`config.mk`:
```
export PLATFORM = sky130hd
export DESIGN_NAME = lsu_store_queue_flat
export DESIGN_NICKNAME = d
export VERILOG_FILES = /design/src/rtl/lsu_store_queue_if.sv /design/src/rtl/lsu_store_queue.sv /design/src/flat_wrapper.sv
export SDC_FILE = /design/constraint.sdc
export NUM_CORES = 2
export LEC_CHECK = 0
export ABC_AREA = 1
export CORE_MARGIN = 4
export CORE_UTILIZATION = 38
export DETAILED_ROUTE_END_ITERATION = 12
export PLACE_DENSITY_LB_ADDON = 0.12
export SYNTH_ARGS = -nofsm -noshare
export SYNTH_HDL_FRONTEND = slang
export SYNTH_SLANG_ARGS = --single-unit
```
`constraint.sdc`:
```
create_clock -name clk -period 8.98 [get_ports clk]
set_input_delay 2.245 -clock clk [delete_from_list [all_inputs] [get_ports clk]]
set_output_delay 2.245 -clock clk [all_outputs]
set_load 0.1 [all_outputs]
```
`src/rtl/lsu_store_queue_if.sv`:
```
// ---------------------------------------------------------------------------
// lsu_store_queue_if
// Drain bus between the store queue and the scratchpad write port.
//
// Signals:
//   req    store queue -> memory : drain request, payload valid while high
//   addr   store queue -> memory : drain address (XLEN)
//   wdata  store queue -> memory : drain data, lane-aligned (XLEN)
//   be     store queue -> memory : drain byte enables (XLEN/8)
//   ready  memory -> store queue : request accepted this cycle
//   error  memory -> store queue : write failed, valid together with ready
//
// Modports:
//   master : the store queue side
//   slave  : the memory side
// ---------------------------------------------------------------------------
interface lsu_store_queue_if #(
    parameter int XLEN = 32
) ();
    localparam int NB = XLEN / 8;

    logic            req;
    logic [XLEN-1:0] addr;
    logic [XLEN-1:0] wdata;
    logic [NB-1:0]   be;
    logic            ready;
    logic            error;

    modport master (
        output req,
        output addr,
        output wdata,
        output be,
        input  ready,
        input  error
    );

    modport slave (
        input  req,
        input  addr,
        input  wdata,
        input  be,
        output ready,
        output error
    );
endinterface

```
`src/rtl/lsu_store_queue.sv`:
```
// ---------------------------------------------------------------------------
// lsu_store_queue
// Program-ordered store queue. Stores are allocated at dispatch, committed in
// order by the ROB, dropped on flush while still uncommitted, and drained to
// the scratchpad one request at a time. Loads search the queue combinationally
// and receive age-correct, byte-merged forwarded data.
//
// Optional build macro:
//   LSU_SQ_COALESCE_EN - when defined, two committed entries at the head that
//                        share a word address are drained as one request.
//                        When undefined, every entry gets its own request.
//
// Ports:
//   clk, reset                 clock, asynchronous active-high reset
//   alloc_valid/ready          allocation handshake (ready = not full)
//   alloc_rob_idx/addr/data/be store being allocated
//   sq_tail_ptr                tail pointer, snapshotted by loads at dispatch
//   commit_en, commit_rob_idx  in-order commit from the ROB
//   commit_err                 one-cycle pulse on a bad or empty commit
//   flush                      drop every uncommitted entry
//   fwd_addr/be/sq_tail        load lookup request and its tail snapshot
//   fwd_hit/partial/data       forwarding result
//   mem                        drain bus (lsu_store_queue_if.master)
//   drain_err                  one-cycle pulse when a drain reports an error
//   sq_count                   number of occupied entries
// ---------------------------------------------------------------------------
module lsu_store_queue #(
    parameter  int SQ_DEPTH  = 8,
    parameter  int XLEN      = 32,
    parameter  int ROB_IDX_W = 6,
    localparam int IDX_W     = $clog2(SQ_DEPTH),
    localparam int PTR_W     = IDX_W + 1,
    localparam int NB        = XLEN / 8,
    localparam int WOFF      = $clog2(NB)
) (
    input  logic                 clk,
    input  logic                 reset,

    input  logic                 alloc_valid,
    output logic                 alloc_ready,
    input  logic [ROB_IDX_W-1:0] alloc_rob_idx,
    input  logic [XLEN-1:0]      alloc_addr,
    input  logic [XLEN-1:0]      alloc_data,
    input  logic [NB-1:0]        alloc_be,
    output logic [PTR_W-1:0]     sq_tail_ptr,

    input  logic                 commit_en,
    input  logic [ROB_IDX_W-1:0] commit_rob_idx,
    output logic                 commit_err,

    input  logic                 flush,

    input  logic [XLEN-1:0]      fwd_addr,
    input  logic [NB-1:0]        fwd_be,
    input  logic [PTR_W-1:0]     fwd_sq_tail,
    output logic                 fwd_hit,
    output logic                 fwd_partial,
    output logic [XLEN-1:0]      fwd_data,

    lsu_store_queue_if.master    mem,
    output logic                 drain_err,

    output logic [PTR_W-1:0]     sq_count
);

    typedef enum logic [0:0] {
        S_IDLE = 1'b0,
        S_REQ  = 1'b1
    } drain_state_t;

    // Entry storage. Occupancy is defined purely by the pointers, so the
    // payload arrays need no reset.
    logic [XLEN-1:0]      addr_q [SQ_DEPTH];
    logic [XLEN-1:0]      data_q [SQ_DEPTH];
    logic [NB-1:0]        be_q   [SQ_DEPTH];
    logic [ROB_IDX_W-1:0] rob_q  [SQ_DEPTH];

    logic [PTR_W-1:0] head_q, cmt_q, tail_q;
    logic [PTR_W-1:0] head_d, cmt_d, tail_d;
    logic [IDX_W-1:0] head_idx, cmt_idx, tail_idx;

    logic alloc_fire;
    logic commit_ok;
    logic commit_err_q;
    logic drain_err_q;

    drain_state_t state_q, state_d;
    logic         load_payload;
    logic         drain_fire;

    logic [XLEN-1:0] mem_addr_q, mem_wdata_q;
    logic [NB-1:0]   mem_be_q;
    logic            pair_q;

    logic [XLEN-1:0] pay_addr, pay_data;
    logic [NB-1:0]   pay_be;
    logic            pay_pair;

    logic [PTR_W-1:0] fwd_span, fwd_limit;
    logic [IDX_W-1:0] fwd_slot;
    logic [NB-1:0]    fwd_cov;

    // The low address bits of a load only select lanes through fwd_be.
    logic unused_fwd_addr;
    assign unused_fwd_addr = ^fwd_addr;

    assign head_idx = head_q[IDX_W-1:0];
    assign cmt_idx  = cmt_q[IDX_W-1:0];
    assign tail_idx = tail_q[IDX_W-1:0];

    assign sq_count    = tail_q - head_q;
    assign alloc_ready = (sq_count != PTR_W'(SQ_DEPTH));
    assign sq_tail_ptr = tail_q;
    assign commit_err  = commit_err_q;
    assign drain_err   = drain_err_q;

    // A flush in the same cycle wins over allocation.
    assign alloc_fire = alloc_valid && alloc_ready && !flush;

    assign commit_ok = commit_en && (cmt_q != tail_q) &&
                       (rob_q[cmt_idx] == commit_rob_idx);

    // Pointer next-state. Flush rewinds the tail to the commit pointer as it
    // stands after this cycle's commit, so a same-cycle commit survives.
    always_comb begin
        cmt_d  = commit_ok ? cmt_q + PTR_W'(1) : cmt_q;
        tail_d = tail_q;
        if (flush) begin
            tail_d = cmt_d;
        end else if (alloc_fire) begin
            tail_d = tail_q + PTR_W'(1);
        end
        head_d = head_q;
        if (drain_fire) begin
            head_d = head_q + (pair_q ? PTR_W'(2) : PTR_W'(1));
        end
    end

    always_ff @(posedge clk or posedge reset) begin
        if (reset) begin
            head_q       <= '0;
            cmt_q        <= '0;
            tail_q       <= '0;
            commit_err_q <= 1'b0;
            drain_err_q  <= 1'b0;
        end else begin
            head_q       <= head_d;
            cmt_q        <= cmt_d;
            tail_q       <= tail_d;
            commit_err_q <= commit_en && !commit_ok;
            drain_err_q  <= drain_fire && mem.error;
        end
    end

    always_ff @(posedge clk) begin
        if (alloc_fire) begin
            addr_q[tail_idx] <= alloc_addr;
            data_q[tail_idx] <= alloc_data;
            be_q[tail_idx]   <= alloc_be;
            rob_q[tail_idx]  <= alloc_rob_idx;
        end
    end

    // Drain payload selection. With coalescing, the younger entry's bytes
    // override the older one in overlapping lanes.
`ifdef LSU_SQ_COALESCE_EN
    logic [PTR_W-1:0] head_p1;
    logic [IDX_W-1:0] head_p1_idx;
    logic             pair_ok;

    assign head_p1     = head_q + PTR_W'(1);
    assign head_p1_idx = head_p1[IDX_W-1:0];
    assign pair_ok     = ((cmt_q - head_q) >= PTR_W'(2)) &&
                         (addr_q[head_idx][XLEN-1:WOFF] ==
                          addr_q[head_p1_idx][XLEN-1:WOFF]);
`endif

    always_comb begin
        pay_addr = addr_q[head_idx];
        pay_data = data_q[head_idx];
        pay_be   = be_q[head_idx];
        pay_pair = 1'b0;
`ifdef LSU_SQ_COALESCE_EN
        if (pair_ok) begin
            pay_pair = 1'b1;
            pay_be   = be_q[head_idx] | be_q[head_p1_idx];
            for (int b = 0; b < NB; b++) begin
                if (be_q[head_p1_idx][b]) begin
                    pay_data[8*b +: 8] = data_q[head_p1_idx][8*b +: 8];
                end
            end
        end
`endif
    end

    // Drain FSM: IDLE latches the oldest committed store, REQ holds it until
    // memory accepts. Each accepted request passes through IDLE again.
    always_comb begin
        state_d      = state_q;
        load_payload = 1'b0;
        drain_fire   = 1'b0;
        case (state_q)
            S_IDLE: begin
                if (head_q != cmt_q) begin
                    load_payload = 1'b1;
                    state_d      = S_REQ;
                end
            end
            S_REQ: begin
                if (mem.ready) begin
                    drain_fire = 1'b1;
                    state_d    = S_IDLE;
                end
            end
            default: state_d = S_IDLE;
        endcase
    end

    always_ff @(posedge clk or posedge reset) begin
        if (reset) begin
            state_q     <= S_IDLE;
            mem_addr_q  <= '0;
            mem_wdata_q <= '0;
            mem_be_q    <= '0;
            pair_q      <= 1'b0;
        end else begin
            state_q <= state_d;
            if (load_payload) begin
                mem_addr_q  <= pay_addr;
                mem_wdata_q <= pay_data;
                mem_be_q    <= pay_be;
                pair_q      <= pay_pair;
            end
        end
    end

    // mem.req decodes the state register directly so reset drops it at once.
    assign mem.req   = (state_q == S_REQ);
    assign mem.addr  = mem_addr_q;
    assign mem.wdata = mem_wdata_q;
    assign mem.be    = mem_be_q;

    // Store-to-load forwarding. Candidates run from head up to the load's
    // tail snapshot. A snapshot outside the occupied range belongs to a load
    // whose older stores are all gone, so it sees no candidates. Entries are
    // walked oldest to youngest so the youngest writer of each lane wins.
    always_comb begin
        fwd_span  = fwd_sq_tail - head_q;
        fwd_limit = (fwd_span <= sq_count) ? fwd_span : '0;
        fwd_slot  = head_idx;
        fwd_cov   = '0;
        fwd_data  = '0;
        for (int j = 0; j < SQ_DEPTH; j++) begin
            fwd_slot = head_idx + IDX_W'(j);
            if ((PTR_W'(j) < fwd_limit) &&
                (addr_q[fwd_slot][XLEN-1:WOFF] == fwd_addr[XLEN-1:WOFF])) begin
                for (int b = 0; b < NB; b++) begin
                    if (fwd_be[b] && be_q[fwd_slot][b]) begin
                        fwd_cov[b]         = 1'b1;
                        fwd_data[8*b +: 8] = data_q[fwd_slot][8*b +: 8];
                    end
                end
            end
        end
        fwd_hit     = (fwd_be != '0) && (fwd_cov == fwd_be);
        fwd_partial = (fwd_cov != '0) && (fwd_cov != fwd_be);
    end

endmodule
```
`src/flat_wrapper.sv`:
```
// flat-port wrapper written by rule: the top's interface ports become plain ports
module lsu_store_queue_flat 
#(
    parameter  int SQ_DEPTH  = 8,
    parameter  int XLEN      = 32,
    parameter  int ROB_IDX_W = 6,
    localparam int IDX_W     = $clog2(SQ_DEPTH),
    localparam int PTR_W     = IDX_W + 1,
    localparam int NB        = XLEN / 8,
    localparam int WOFF      = $clog2(NB)
)
  (clk, reset, alloc_valid, alloc_ready, alloc_rob_idx, alloc_addr, alloc_data, alloc_be, sq_tail_ptr, commit_en, commit_rob_idx, commit_err, flush, fwd_addr, fwd_be, fwd_sq_tail, fwd_hit, fwd_partial, fwd_data, drain_err, sq_count, mem_req, mem_addr, mem_wdata, mem_be, mem_ready, mem_error);
  lsu_store_queue_if #(.XLEN(XLEN)) mem_i ();
  input  logic clk;
  input  logic reset;
  input  logic alloc_valid;
  output logic alloc_ready;
  input  logic [ROB_IDX_W-1:0] alloc_rob_idx;
  input  logic [XLEN-1:0] alloc_addr;
  input  logic [XLEN-1:0] alloc_data;
  input  logic [NB-1:0] alloc_be;
  output logic [PTR_W-1:0] sq_tail_ptr;
  input  logic commit_en;
  input  logic [ROB_IDX_W-1:0] commit_rob_idx;
  output logic commit_err;
  input  logic flush;
  input  logic [XLEN-1:0] fwd_addr;
  input  logic [NB-1:0] fwd_be;
  input  logic [PTR_W-1:0] fwd_sq_tail;
  output logic fwd_hit;
  output logic fwd_partial;
  output logic [XLEN-1:0] fwd_data;
  output logic drain_err;
  output logic [PTR_W-1:0] sq_count;
  output wire logic [$bits(mem_i.req)-1:0] mem_req;
  output wire logic [$bits(mem_i.addr)-1:0] mem_addr;
  output wire logic [$bits(mem_i.wdata)-1:0] mem_wdata;
  output wire logic [$bits(mem_i.be)-1:0] mem_be;
  input wire logic [$bits(mem_i.ready)-1:0] mem_ready;
  input wire logic [$bits(mem_i.error)-1:0] mem_error;
  assign mem_req = mem_i.req;
  assign mem_addr = mem_i.addr;
  assign mem_wdata = mem_i.wdata;
  assign mem_be = mem_i.be;
  assign mem_i.ready = mem_ready;
  assign mem_i.error = mem_error;
  lsu_store_queue #(.SQ_DEPTH(SQ_DEPTH), .XLEN(XLEN), .ROB_IDX_W(ROB_IDX_W)) u_core (.clk(clk), .reset(reset), .alloc_valid(alloc_valid), .alloc_ready(alloc_ready), .alloc_rob_idx(alloc_rob_idx), .alloc_addr(alloc_addr), .alloc_data(alloc_data), .alloc_be(alloc_be), .sq_tail_ptr(sq_tail_ptr), .commit_en(commit_en), .commit_rob_idx(commit_rob_idx), .commit_err(commit_err), .flush(flush), .fwd_addr(fwd_addr), .fwd_be(fwd_be), .fwd_sq_tail(fwd_sq_tail), .fwd_hit(fwd_hit), .fwd_partial(fwd_partial), .fwd_data(fwd_data), .mem(mem_i), .drain_err(drain_err), .sq_count(sq_count));
endmodule
```
==> impl_metrics.py <==
metrics = {
    "setup_path": {
        "reg2reg_slack_ns": 4.51,
        "cp-start-kind": "primary input",
        "crit_type": "primary input to output port",
        "cp_max_fo": 4,
        "rr_worst_depth": 11,
        "worstSetupEndpointType": "output port",
        "reg2reg_from": "u_core.head_q[2]",
        "r2r-end": "u_core.data_q[2][17]",
        "cp.arrival_ns": 6.46,
        "crit_required_ns": 6.74,
        "worstSetupStartpoint": "fwd_sq_tail[0]",
    },
    "routing": {
        "postRouteWirelength_mm": 186,
        "num_vias": 46982,
        "route.detailed.drc": 0,
        "drt_iter0_drc": 4844,
        "drtAntennaViolNets": 0,
        "wl_per_cell_um": 22.2,
        "vias_per_cell": 5.61,
        "drtPass1Iterations": 6,
    },
    "synth": {
        "netlist-cell-type-count": 54,
        "syn_nets": 6751,
        "synth_area_leaders": "edfxtp_1, nand2_1, nand3_1",
        "synth_top_cell_area_share": 0.377,
        "synthCells": 6607,
        "synth_ff_type": "edfxtp_1",
        "ys_seq_area_frac": 0.421,
        "synth_most_common_cell": "nand2_1",
        "postSynthRegisterBits": 675,
        "synth_edf_count": 592,
        "avgSynthCellArea_sq_um": 7.13,
        "syn-cell-area_sq_um": 47100,
        "yosys_warnings": 0,
        "synth_common_cells": "nand2_1, nand3_1, edfxtp_1",
        "synth_top_cell_by_area": "edfxtp_1",
        "async_reset_ff_frac": 0.123,
    },
    "global_route": {
        "grt-ovfl-total": 0,
        "grtUsageTotal": 0.277,
        "grt_max_degree": 221,
        "antenna_found_initial": 16,
        "grt_pass1_vias": 42842,
        "grt_pass1_wl_mm": 274,
    },
    "power_and_ir_drop": {
        "seqPwrFrac": 0.175,
        "power_frac_comb": 0.682,
        "powerDensity_nw_per_um2": 444,
        "vdd.ir_drop.worst_mv": 0.354,
        "switching_share": 0.576,
        "switchingPower_mw": 13.9,
        "power_frac_clock": 0.143,
        "p_int_mw": 10.2,
        "power.static_leakage_nw": 23.4,
    },
    "placement": {
        "dp.final_hpwl_mm": 120,
        "routabilityCongestion": 0.917,
        "dpl_cell_area_sq_um": 51300,
        "io_buffer_count": 238,
    },
    "hold_path": {
        "worstHoldPathCells": 2,
        "min_from": "u_core.mem.wdata[14]",
        "hold_class": "flip-flop to flip-flop",
        "min_delay_worst_endpoint": "u_core.mem.wdata[14]",
    },
    "outcome": {
        "status": "finished with violations",
        "violations": "max-slew violations",
    },
    "timing": {
        "setup_violations": 0,
        "worst_pin_slew_ns": 1.51,
        "period_minus_slack_ns": 8.70,
        "tns_ns": 0,
        "period_share": 0.969,
        "grt_setup_unrepaired": "false",
        "report.final.slew_viol_count": 27,
        "hold_viol_final": 0,
        "fmax_mhz": 115,
        "fin_worst_skew_ns": 0.0294,
        "slew_headroom": -0.00647,
    },
    "cts": {
        "clock_sinks": 675,
        "cts_hold_buf": 0,
        "clkTransAtPathRegs_ns": 0.06,
        "cts_tree": "yes",
        "root_buffer": "clkbuf_16",
        "htree_levels": 3,
        "cts_buffers": 84,
        "clkLatencyLatePin_ns": 0.70,
        "cts_buffer_depth": 3,
    },
    "floorplan": {
        "initial_utilization": 0.385,
        "ios": 241,
        "core_area_sq_um": 123000,
        "die_height_um": 360,
        "die_x_um": 360,
        "rows": 128,
        "dieArea_sq_um": 130000,
    },
    "job": {
        "cap_violations": 0,
    },
    "final_layout": {
        "fin_nets": 6815,
        "num-fill-cells": 12390,
        "seq_area_sq_um": 19900,
        "drive_above_1_share": 0.0647,
        "syn2layout_area_growth_pct": 15.2,
        "multi_input_area_sq_um": 24200,
        "final_area_sq_um": 54300,
    },
}
[cell type report]
type | instances | area share
diodes | 4 | 0.000184
clock buffers | 111 | 0.0430
clock inverters | 47 | 0.00807
inverters | 313 | 0.0225
multi-input cells | 5206 | 0.447
flip-flops and latches | 675 | 0.366
well taps | 1625 | 0.0374
repair buffers | 391 | 0.0764
[worst max path at each step]
stage	slack, ns	endpoint	cells after the start
finish	0.28	fwd_hit	26
global route	0.01	fwd_data[8]	28
CTS	0.03	fwd_data[19]	24
detailed placement	0.03	fwd_data[19]	24
global placement	0.12	fwd_data[19]	24
floorplan	0.20	fwd_data[26]	35
[stage by stage]
stage | utilization | instances | worst slack [ns] | hold slack (ns) | power (mW)
floorplan | - | 6607 | 0.202 | 0.521 | 15.6
global placement | 0.419 | 8206 | 0.118 | 0.459 | 20.2
detailed placement | 0.419 | 8206 | 0.0292 | 0.462 | 20.3
CTS | 0.442 | 8364 | 0.0295 | 0.478 | 23.9
global route | 0.443 | 8368 | 0.00964 | 0.495 | 25.9
finish | 0.443 | 8372 | 0.277 | 0.475 | 24.1
[power by group through the flow]
stage	sequential, mW	clock (mW)	combinational [mW]
floorplan	5.28	0	10.4
global placement	4.26	0	16.0
detailed placement	4.26	0	16.1
CTS	4.20	3.51	16.1
global route	4.25	3.64	18.0
finish	4.21	3.44	16.4
[sequential cells by signal (all words and copies together), names as in the netlist]
signal and cells:
u_core.mem.req 1, u_core.head_q 4, u_core.mem.addr 32, u_core.mem.be 4
u_core.cmt_q 4, u_core.mem.wdata 32, u_core.addr_q 256, u_core.data_q 256
u_core.rob_q 48, u_core.commit_err 1, u_core.be_q 32, u_core.sq_tail_ptr 4
u_core.drain_err 1
[per-layer routing]
layer / part of all wire / global-route usage / vias up / wire length, um
met3: 0.091 / 0.0503 / 343 / 16900
met5: 0.00037 / 0 / - / 69
met1: 0.42 / 0.380 / 22134 / 78800
met2: 0.45 / 0.444 / 2041 / 83900
li1: - / - / 22454 / -
met4: 0.032 / 0.0876 / 10 / 5860
[worst max-delay path, stage by stage]
cell,delay (ns)
clkdlybuf4s50_1,0.45
inv_1,0.04
ha_1,0.18
inv_1,0.09
fa_2,0.48
ha_4,0.29
inv_1,0.04
o21bai_1,0.12
nand2_1,0.08
nand2_2,0.11
a21boi_0,0.13
nand4_1,0.10
nand3_1,0.09
buf_4,0.20
nor2_1,0.12
nand3_2,0.17
nor2_4,0.17
buf_12,0.14
buf_4,0.11
nand3_2,0.14
nand2_1,0.14
inv_1,0.05
nand4_1,0.12
nand2_1,0.13
nor3_4,0.32
buf_12,0.22
[kinds of logic (layout without fill, tap and decap cells)]
family	count (synthesis)	after routing	synth area share
simple gates	4274	4275	0.383
compound gates	770	770	0.0927
buf+inv	727	862	0.0711
flops	675	675	0.421
xor+xnor	131	131	0.0247
fa+ha+maj	17	17	0.00483
mux	13	13	0.00276
other cells	0	4	0
[cells in the final DEF (no fill, tap or decap), types with 97 or more instances in the layout]
cell,netlist,routed
nor2_1,177,165
buf_4,52,131
inv_1,272,268
nand2_1,2696,2688
xor2_1,118,117
o21ai_0,465,465
nand3_1,1257,1249
edfxtp_1,592,592
clkdlybuf4s50_1,0,204
o211ai_1,97,97
[repair_timing]
action,CTS,global route
setup endpoints to repair,0,34
endpoints found under the hold margin,0,0
resized for setup,0,37
setup buffers,0,3
(Power assumes the default switching activity.)
